<file path="config.mk">
export PLATFORM = sky130hd
export DESIGN_NAME = aes_decryption_ctrl_flat
export DESIGN_NICKNAME = d
export VERILOG_FILES = /design/src/rtl/aes_decryption_ctrl_pkg.sv /design/src/rtl/aes_decryption_ctrl_if.sv /design/src/rtl/aes_round_key_store.sv /design/src/rtl/aes_decryption_ctrl.sv /design/src/flat_wrapper.sv
export SDC_FILE = /design/constraint.sdc
export NUM_CORES = 2
export LEC_CHECK = 0
export CAP_MARGIN = 15
export CORE_ASPECT_RATIO = 1.75
export CORE_MARGIN = 1.5
export CORE_UTILIZATION = 35
export CTS_BUF_LIST = sky130_fd_sc_hd__clkbuf_16
export DETAILED_ROUTE_END_ITERATION = 10
export DONT_BUFFER_PORTS = 1
export GPL_ROUTABILITY_DRIVEN = 0
export PLACE_DENSITY_LB_ADDON = 0.15
export SLEW_MARGIN = 5
export SYNTH_ARGS = -nofsm -noshare
export SYNTH_HDL_FRONTEND = slang
export SYNTH_SLANG_ARGS = --single-unit
</file>
<file path="constraint.sdc">
create_clock -name clk_in -period 18.65 [get_ports clk_in]
set_input_delay 0.9325 -clock clk_in [delete_from_list [all_inputs] [get_ports clk_in]]
set_output_delay 0.9325 -clock clk_in [all_outputs]
set_load 0.005 [all_outputs]
</file>
<file path="src/rtl/aes_decryption_ctrl_pkg.sv">
// Shared definitions for the AES decryption controller: round encoding,
// key-store sizing and the controller state enum.
package aes_defs;

    localparam int NUM_ROUND_KEYS = 11;
    localparam int BLOCK_W        = 128;

    typedef enum logic [3:0] {
        ROUND_INIT = 4'd0,
        ROUND_1    = 4'd1,
        ROUND_2    = 4'd2,
        ROUND_3    = 4'd3,
        ROUND_4    = 4'd4,
        ROUND_5    = 4'd5,
        ROUND_6    = 4'd6,
        ROUND_7    = 4'd7,
        ROUND_8    = 4'd8,
        ROUND_9    = 4'd9,
        ROUND_10   = 4'd10
    } round_e;

    typedef enum logic [1:0] {
        ST_IDLE = 2'd0,
        ST_LOAD = 2'd1,
        ST_RUN  = 2'd2,
        ST_HOLD = 2'd3
    } ctrl_state_e;

    // Decryption walks the expanded key schedule backwards.
    function automatic logic [3:0] key_idx_for_round(input logic [3:0] round);
        return 4'(ROUND_10) - round;
    endfunction

endpackage

</file>
<file path="src/rtl/aes_decryption_ctrl_if.sv">
// Bundle of key-load, block handshake and core-side signals of the controller.
// Handshakes: a transfer happens on the clock edge where valid && ready are both 1.
interface aes_decryption_ctrl_if;

    logic         key_wr_en;
    logic [3:0]   key_wr_idx;
    logic [127:0] key_wr_data;

    logic         in_valid;
    logic         in_ready;
    logic [127:0] in_data;

    logic         out_valid;
    logic         out_ready;
    logic [127:0] out_data;

    logic         core_init_out;
    logic [127:0] core_data_out;
    logic [127:0] core_key_out;
    logic [3:0]   core_round_out;
    logic         core_next_round_in;
    logic [127:0] core_data_in;
    logic         core_valid_in;

    logic         keys_loaded;
    logic [15:0]  blocks_done;

    modport slave (
        input  key_wr_en, key_wr_idx, key_wr_data,
        input  in_valid, in_data, out_ready,
        input  core_next_round_in, core_data_in, core_valid_in,
        output in_ready, out_valid, out_data,
        output core_init_out, core_data_out, core_key_out, core_round_out,
        output keys_loaded, blocks_done
    );

    modport master (
        output key_wr_en, key_wr_idx, key_wr_data,
        output in_valid, in_data, out_ready,
        output core_next_round_in, core_data_in, core_valid_in,
        input  in_ready, out_valid, out_data,
        input  core_init_out, core_data_out, core_key_out, core_round_out,
        input  keys_loaded, blocks_done
    );

endinterface

</file>
<file path="src/rtl/aes_round_key_store.sv">
// Eleven-entry round-key memory: one synchronous write port, one async read port.
module aes_round_key_store
    import aes_defs::*;
(
    input  logic         clk_i,
    input  logic         wr_en_i,
    input  logic [3:0]   wr_idx_i,
    input  logic [127:0] wr_data_i,
    input  logic [3:0]   rd_idx_i,
    output logic [127:0] rd_data_o
);

    logic [127:0] key_q [NUM_ROUND_KEYS];

    always_ff @(posedge clk_i) begin
        if (wr_en_i && (wr_idx_i < 4'(NUM_ROUND_KEYS))) begin
            key_q[wr_idx_i] <= wr_data_i;
        end
    end

    assign rd_data_o = (rd_idx_i < 4'(NUM_ROUND_KEYS)) ? key_q[rd_idx_i] : '0;

endmodule

</file>
<file path="src/rtl/aes_decryption_ctrl.sv">
// Sequences one ciphertext block through an external AES decryption core,
// supplying round keys in reverse order and buffering the plaintext result.
module aes_decryption_ctrl
    import aes_defs::*;
(
    input  logic                  clk_in,
    input  logic                  rst_in,
    aes_decryption_ctrl_if.slave  bus,
    output ctrl_state_e           state_dbg_o
);

    ctrl_state_e  state_q, state_d;
    logic [3:0]   round_q, round_d;
    logic [10:0]  mask_q, mask_d;
    logic [15:0]  blocks_done_q;
    logic [127:0] core_data_q;
    logic [127:0] out_data_q;

    logic         keys_loaded;
    logic         in_ready;
    logic         accept;
    logic         capture;
    logic         key_we;
    logic [3:0]   rd_idx;
    logic [127:0] rd_key;

    assign keys_loaded = &mask_q;
    assign in_ready    = (state_q == ST_IDLE) && keys_loaded;
    assign accept      = bus.in_valid && in_ready;
    assign capture     = (state_q == ST_RUN) && bus.core_valid_in;
    assign key_we      = bus.key_wr_en && (state_q == ST_IDLE) && (bus.key_wr_idx <= 4'(ROUND_10));
    assign rd_idx      = key_idx_for_round(round_q);

    aes_round_key_store u_key_store (
        .clk_i     (clk_in),
        .wr_en_i   (key_we),
        .wr_idx_i  (bus.key_wr_idx),
        .wr_data_i (bus.key_wr_data),
        .rd_idx_i  (rd_idx),
        .rd_data_o (rd_key)
    );

    always_comb begin
        state_d = state_q;
        round_d = round_q;
        mask_d  = mask_q;

        case (state_q)
            ST_IDLE: if (accept)             state_d = ST_LOAD;
            ST_LOAD:                         state_d = ST_RUN;
            ST_RUN:  if (bus.core_valid_in)  state_d = ST_HOLD;
            ST_HOLD: if (bus.out_ready)      state_d = ST_IDLE;
            default:                         state_d = ST_IDLE;
        endcase

        // Round counter saturates so a misbehaving core cannot index past rk[0].
        if (accept) begin
            round_d = 4'(ROUND_INIT);
        end else if ((state_q == ST_RUN) && bus.core_next_round_in && (round_q < 4'(ROUND_10))) begin
            round_d = round_q + 4'd1;
        end

        if (key_we) begin
            mask_d = mask_q | (11'd1 << bus.key_wr_idx);
        end
    end

    always_ff @(posedge clk_in or posedge rst_in) begin
        if (rst_in) begin
            state_q       <= ST_IDLE;
            round_q       <= 4'(ROUND_INIT);
            mask_q        <= '0;
            blocks_done_q <= '0;
        end else begin
            state_q <= state_d;
            round_q <= round_d;
            mask_q  <= mask_d;
            if (capture) begin
                blocks_done_q <= blocks_done_q + 16'd1;
            end
        end
    end

    // Data-path registers carry no reset; their contents are qualified by the FSM.
    always_ff @(posedge clk_in) begin
        if (accept) begin
            core_data_q <= bus.in_data;
        end
        if (capture) begin
            out_data_q <= bus.core_data_in;
        end
    end

    assign bus.in_ready       = in_ready;
    assign bus.keys_loaded    = keys_loaded;
    assign bus.out_valid      = (state_q == ST_HOLD);
    assign bus.out_data       = out_data_q;
    assign bus.core_init_out  = (state_q == ST_LOAD);
    assign bus.core_data_out  = core_data_q;
    assign bus.core_key_out   = rd_key;
    assign bus.core_round_out = round_q;
    assign bus.blocks_done    = blocks_done_q;
    assign state_dbg_o        = state_q;

endmodule
</file>
<file path="src/flat_wrapper.sv">
// flat-port wrapper written by rule: the top's interface ports become plain ports
module aes_decryption_ctrl_flat import aes_defs::*;
  (clk_in, rst_in, state_dbg_o, bus_key_wr_en, bus_key_wr_idx, bus_key_wr_data, bus_in_valid, bus_in_data, bus_out_ready, bus_core_next_round_in, bus_core_data_in, bus_core_valid_in, bus_in_ready, bus_out_valid, bus_out_data, bus_core_init_out, bus_core_data_out, bus_core_key_out, bus_core_round_out, bus_keys_loaded, bus_blocks_done);
  aes_decryption_ctrl_if bus_i ();
  input  logic clk_in;
  input  logic rst_in;
  output ctrl_state_e state_dbg_o;
  input wire logic [$bits(bus_i.key_wr_en)-1:0] bus_key_wr_en;
  input wire logic [$bits(bus_i.key_wr_idx)-1:0] bus_key_wr_idx;
  input wire logic [$bits(bus_i.key_wr_data)-1:0] bus_key_wr_data;
  input wire logic [$bits(bus_i.in_valid)-1:0] bus_in_valid;
  input wire logic [$bits(bus_i.in_data)-1:0] bus_in_data;
  input wire logic [$bits(bus_i.out_ready)-1:0] bus_out_ready;
  input wire logic [$bits(bus_i.core_next_round_in)-1:0] bus_core_next_round_in;
  input wire logic [$bits(bus_i.core_data_in)-1:0] bus_core_data_in;
  input wire logic [$bits(bus_i.core_valid_in)-1:0] bus_core_valid_in;
  output wire logic [$bits(bus_i.in_ready)-1:0] bus_in_ready;
  output wire logic [$bits(bus_i.out_valid)-1:0] bus_out_valid;
  output wire logic [$bits(bus_i.out_data)-1:0] bus_out_data;
  output wire logic [$bits(bus_i.core_init_out)-1:0] bus_core_init_out;
  output wire logic [$bits(bus_i.core_data_out)-1:0] bus_core_data_out;
  output wire logic [$bits(bus_i.core_key_out)-1:0] bus_core_key_out;
  output wire logic [$bits(bus_i.core_round_out)-1:0] bus_core_round_out;
  output wire logic [$bits(bus_i.keys_loaded)-1:0] bus_keys_loaded;
  output wire logic [$bits(bus_i.blocks_done)-1:0] bus_blocks_done;
  assign bus_i.key_wr_en = bus_key_wr_en;
  assign bus_i.key_wr_idx = bus_key_wr_idx;
  assign bus_i.key_wr_data = bus_key_wr_data;
  assign bus_i.in_valid = bus_in_valid;
  assign bus_i.in_data = bus_in_data;
  assign bus_i.out_ready = bus_out_ready;
  assign bus_i.core_next_round_in = bus_core_next_round_in;
  assign bus_i.core_data_in = bus_core_data_in;
  assign bus_i.core_valid_in = bus_core_valid_in;
  assign bus_in_ready = bus_i.in_ready;
  assign bus_out_valid = bus_i.out_valid;
  assign bus_out_data = bus_i.out_data;
  assign bus_core_init_out = bus_i.core_init_out;
  assign bus_core_data_out = bus_i.core_data_out;
  assign bus_core_key_out = bus_i.core_key_out;
  assign bus_core_round_out = bus_i.core_round_out;
  assign bus_keys_loaded = bus_i.keys_loaded;
  assign bus_blocks_done = bus_i.blocks_done;
  aes_decryption_ctrl u_core (.clk_in(clk_in), .rst_in(rst_in), .bus(bus_i), .state_dbg_o(state_dbg_o));
endmodule
</file>
### After elaboration in Yosys (flattened, before gate mapping)

Memories as Yosys holds them, arrays and structs flattened.
Index checks and enable logic that the tools add are counted.

* flip-flop bits (word level): 289
* latch bits: 0
* memory bits (writable): 1408
* memory bits (read-only): 0
* input port bits: 395
* word-level logic and storage cells: 43
* memories kept: 1

Memory list
* u_core.u_key_store.key_q: depth 11, bits a word 128, read ports 1, clocked after Yosys merged registers in 0, wr ports 1, RTL line aes_round_key_store.sv:13 `logic [127:0] key_q [NUM_ROUND_KEYS];`

* add/sub/neg operators: 3
* multiply operators: 0
* divide/modulo/power cells: 0
* $lt $le $gt $ge: 4
* equality and inequality tests: 6
* shift-type cells: 1
* mux-type cells: 9
* bitwise operators: 1
* reductions and logical operators: 12

Operator list (number)
* $mux 128: 1
* $add 16x1->16 const B: 1
* $lt 4x4->1 const B: 3
* $or 11x11->11: 1
* $reduce_and 11->1: 1
* $shl 1x4->11 const A: 1
* $logic_and 1x1->1: 8
* $mux 4: 2
* $pmux 2 s4: 1
* $mux 2: 3
* $add 4x1->4 const B: 1
* $eq 2x2->1 const B: 2
* $le 4x4->1 const B: 1
* $ne 2x2->1 const B: 2
* $sub 4x4->4 const A: 1
* $reduce_and 3->1: 1
* $eq 2x1->1 const B: 1
* $logic_not 2->1: 1
* $mux 1: 2
* $ne 2x1->1 const B: 1
* $reduce_bool 2->1: 1

### Depth between registers and ports, before layout

* depth in word-level cells: 6
* depth in mapped cells: 13
* depth with buffers taken out: 6

### By module

Synthesis repeated with hierarchy kept, for this count alone.

* cell total of the unflattened synthesis: 3103
* area, all modules: 63797.4 µm²

By module, submodules not included
* aes_round_key_store: instances 1, cells each 2706, area an instance 54498.5 µm²
* aes_decryption_ctrl: instances 1, cells each 397, area an instance 9298.9 µm²

### Worst setup path after synthesis

OpenSTA, ideal clock, no wires.

* path type: in2reg
* start point: input port bus_key_wr_idx[0]
* end point: register u_core.mask_q[10]
* arrival time: 15.415 ns
* required time: 18.501 ns
* setup slack: 3.086 ns
* cell stages on the path: 2
* buffers on the path: 0
* cells stage by stage: nor4b_1 or2_2

* longest elaborated chain between the ends: 2
* elaborated cells on any way between the ends: 4

Ends and longest elaborated chain
* start: declaration: RTL line flat_wrapper.sv:9 `input wire logic [$bits(bus_i.key_wr_idx)-1:0] bus_key_wr_idx;`
* $le 4x4->1 or $shl 1x4->11 (tied branches): RTL line aes_decryption_ctrl.sv:31, aes_decryption_ctrl.sv:64
* $logic_and 1x1->1 or $or 11x11->11 (tied branches): RTL line aes_decryption_ctrl.sv:31, aes_decryption_ctrl.sv:64
* end signal: assignment: RTL line aes_decryption_ctrl.sv:77 `mask_q <= mask_d;`
* end: declaration: RTL line aes_decryption_ctrl.sv:14 `logic [10:0] mask_q, mask_d;`

Several ways; a longest one is shown, not always the timed one.
A chain may end at the register's enable or synchronous reset.

### Worst setup path after layout

* start point: register u_core.round_q[0], in the netlist u_core.bus.core_round_out[0]
* end point: output port bus_core_key_out[79]

* longest elaborated chain between the ends: 3
* elaborated cells on any way between the ends: 4

Ends and longest elaborated chain
* start: declaration: RTL line aes_decryption_ctrl.sv:13 `logic [3:0] round_q, round_d;`
* start signal: assignment: RTL line aes_decryption_ctrl.sv:71 `round_q <= 4'(ROUND_INIT);`
* start signal: assignment: RTL line aes_decryption_ctrl.sv:76 `round_q <= round_d;`
* $sub 4x4->4 (*): RTL line aes_decryption_ctrl_pkg.sv:31 `return 4'(ROUND_10) - round;`
* $mem_v2 11x128 or $lt 4x4->1 (tied branches)
* $mux 128 (*): RTL line aes_round_key_store.sv:21 `assign rd_data_o = (rd_idx_i < 4'(NUM_ROUND_KEYS)) ? key_q[rd_idx_i] : '0;`
* end: declaration: RTL line flat_wrapper.sv:22 `output wire logic [$bits(bus_i.core_key_out)-1:0] bus_core_key_out;`

Mark *: on every way between the ends. The rest lies on a longest branch, timed or not.

==> flow_metrics.env <==
export IMPL_post_cts_resized=0
export IMPL_async_flop_share_pct=1.94
export IMPL_clock_latency_ns=0.80
export IMPL_rows=205
export IMPL_drt_iter0_drc=2176
export IMPL_worstPathCellList="inv_1, ha_4, buf_4, buf_4, buf_4, buf_4, mux4_2, mux2i_1, o22ai_1"
export IMPL_grt_pass1_vias=29500
export IMPL_status="finished, final reports clean"
export IMPL_regToRegSetupSlack_ns=14.61
export IMPL_die_y_um=563
export IMPL_clkTransAtPathRegs_ns=0.07
export IMPL_rsz0062_at_grt="no"
export IMPL_ir_drop_v=0.000126
export IMPL_antenna_left=0
export IMPL_netlist_instances=2851
export IMPL_grt_pass1_wl_um=258000
export IMPL_cp_slowest_cell="ha_4"
export IMPL_drcViolationCount=0
export IMPL_cpMostUsedCell="buf_4"
export IMPL_synth_area_sq_mm=0.0626
export IMPL_yosysMostFrequentCell="edfxtp_1"
export IMPL_finalCriticalPeriod_ns=7.64
export IMPL_grt_remaining_overflow=0
export IMPL_endpoint_kind="primary output"
export IMPL_tritoncts_num_buffers=168
export IMPL_post_cts_buffers=0
export IMPL_arrival_ns=6.70
export IMPL_cts_num_sinks=1697
export IMPL_regToRegEndpoint="u_core.u_key_store.key_q[1][41]"
export IMPL_worst_path_max_fanout=72
export IMPL_critPathTopFamily="buffers and inverters"
export IMPL_worstHoldPathType="in2async"
export IMPL_hold_buffers=0
export IMPL_nNetsFinal=3338
export IMPL_synthFlopType="edfxtp_1"
export IMPL_maxSlewViolCount=0
export IMPL_grt_total_usage_pct=20.9
export IMPL_cap_viol_max_count=0
export IMPL_ys_seq_elements=1697
export IMPL_leakage_nw=22.5
export IMPL_cts_tree="built"
export IMPL_slew_headroom_pct=12.5
export IMPL_crit_buf_inv=5
export IMPL_dr_pass1_iters=5
export IMPL_synth_warnings=0
export IMPL_crit_path_start_kind="register"
export IMPL_cts_buffer_depth=4
export IMPL_avgSynthCellArea_sq_um=22.0
export IMPL_fmax_mhz=131
export IMPL_grt_max_degree=92
export IMPL_drive_gt1_share_pct=18.3
export IMPL_finalHoldViolations=0
export IMPL_finalSetupViolCount=0
export IMPL_synthToLayoutAreaGrowth_pct=12.8
export IMPL_htreeDepth=4
export IMPL_synth_edf_count=1664
export IMPL_core_area_sq_mm=0.178
export IMPL_post_synth_top_area_fraction_pct=79.8
export IMPL_rr_worst_depth=7
export IMPL_ys_seq_area_share_pct=81.1
export IMPL_tightest_slew_ns=1.33
export IMPL_syn_nets=3254
export IMPL_powerDensity_mw_per_mm2=158
export IMPL_antenna_found_initial=104
export IMPL_synth_cell_types=34
export IMPL_fin_util_pct=39.7
export IMPL_cts_root_buf="clkbuf_16"
export IMPL_yosys_area_top_type="edfxtp_1"
export IMPL_slowest_delay_ns=0.92
export IMPL_period_share_pct=41.0
export IMPL_hpwl_um=119000
export IMPL_start_util_pct=35.2
export IMPL_r2r_start="u_core.state_dbg_o[0]"
export IMPL_avgRoutedWirePerCell_um=34.5
export IMPL_via_count=28800
export IMPL_fp_dieW_um=323
export IMPL_fin_setup_tns_ns=0
export IMPL_yosys_top_cells_count="1664 x edfxtp_1, 258 x mux2i_1, 256 x mux4_2"
export IMPL_via_per_inst=5.20
export IMPL_dieArea_sq_mm=0.182
export IMPL_criticalPathCategory="reg2out"
export IMPL_cp_required_ns=17.72
export IMPL_io_pins=805
export IMPL_dp_cells=5145
export IMPL_wirelength_um=191000
export IMPL_yosys_top_cells_area="edfxtp_1 80%, mux4_2 9.2%, mux2i_1 4.1%, dfrtp_1 1.3%, o22ai_1 1.3%"
export IMPL_instances_no_fill=5541
export IMPL_fin_skew_ns=0.0380
export IMPL_io_buffers=0
==> through the flow <==
stage	hold slack [ns]	cell area (sq um)	setup slack, ns	power, mW
final	0.154	70700	11.01	11.2
after global routing	0.160	70600	10.61	11.6
after CTS	0.0966	70400	10.84	11.3
after detailed placement	0.454	65400	11.76	8.18
after global placement	0.451	65400	11.86	8.13
after floorplan	0.439	62600	3.09	7.00
==> area by class of cell <==
cell class | count | area [sq um]
Fill cell | 16000 | 107000
Tap cell | 2380 | 2980
Clock buffer | 170 | 4250
Timing Repair Buffer | 57 | 515
Inverter | 7 | 26.3
Clock inverter | 120 | 729
Multi-Input combinational cell | 1004 | 11100
Antenna cell | 106 | 265
Sequential cell | 1697 | 50800
==> report_power, final <==
part | internal [mW] | switching [mW]
Combinational | 1.32 | 2.22
Clock | 1.73 | 1.41
Sequential | 4.33 | 0.153
==> state kept, by name, indices dropped and copies added, names as in the netlist <==
name,cells
u_core.bus.core_round_out,4
u_core.bus.core_data_out,128
u_core.bus.blocks_done,16
u_core.state_dbg_o,2
u_core.bus.out_data,128
u_core.u_key_store.key_q,1408
u_core.mask_q,11
==> worst max-delay path by stage <==
| stage | start | to | slack (ns) | depth (start not counted) |
|---|---|---|---|---|
| CTS | u_core.bus.core_round_out[0] | bus_core_key_out[79] | 10.84 | 9 |
| floorplan | bus_key_wr_idx[0] | u_core.mask_q[10] | 3.09 | 2 |
| detailed placement | u_core.bus.core_round_out[0] | bus_core_key_out[79] | 11.76 | 9 |
| finish | u_core.bus.core_round_out[0] | bus_core_key_out[79] | 11.01 | 9 |
| global route | u_core.bus.core_round_out[0] | bus_core_key_out[79] | 10.61 | 9 |
| global placement | u_core.bus.core_round_out[0] | bus_core_key_out[85] | 11.86 | 9 |
==> cell usage in the layout, fill, tap and decap left out, types with 2 or more instances in the layout <==
cell,count
mux2i_1,258
and4_1,3
inv_1,40
clkbuf_16,170
buf_12,7
edfxtp_1,1664
nand3_1,7
dfrtp_1,32
nor3_2,3
or2_2,12
nor3_1,3
nand2_1,10
nor4_1,2
clkinv_2,16
clkinvlp_4,5
nor2_1,137
clkinv_1,44
inv_6,3
nand4_1,5
mux4_2,256
xor2_1,9
inv_2,4
buf_4,50
o22ai_1,128
nor2_4,6
a21oi_1,129
bufinv_16,6
clkinv_8,3
diode_2,106
ha_1,7
clkinv_4,4
xnor2_1,8
and3_1,3
nand2b_1,3
==> kinds of logic after synthesis <==
group	count (synthesis)	synth area share, %
flip-flops	1697	81.1
AND/OR/NAND/NOR	201	1.41
multiplexers	516	13.4
adder cells (fa/ha/maj)	8	0.160
buffers and inverters	150	1.36
AO/OA/AOI/OAI	260	2.36
XOR/XNOR	19	0.266
==> metal layers <==
metal	track usage, %	up-vias	share of wire, %
met5	0	-	0.092
met3	9.88	455	11
li1	-	12100	-
met2	33.8	1170	48
met4	14.7	24	8.1
met1	21.1	15100	33
(Power assumes the default switching activity.)
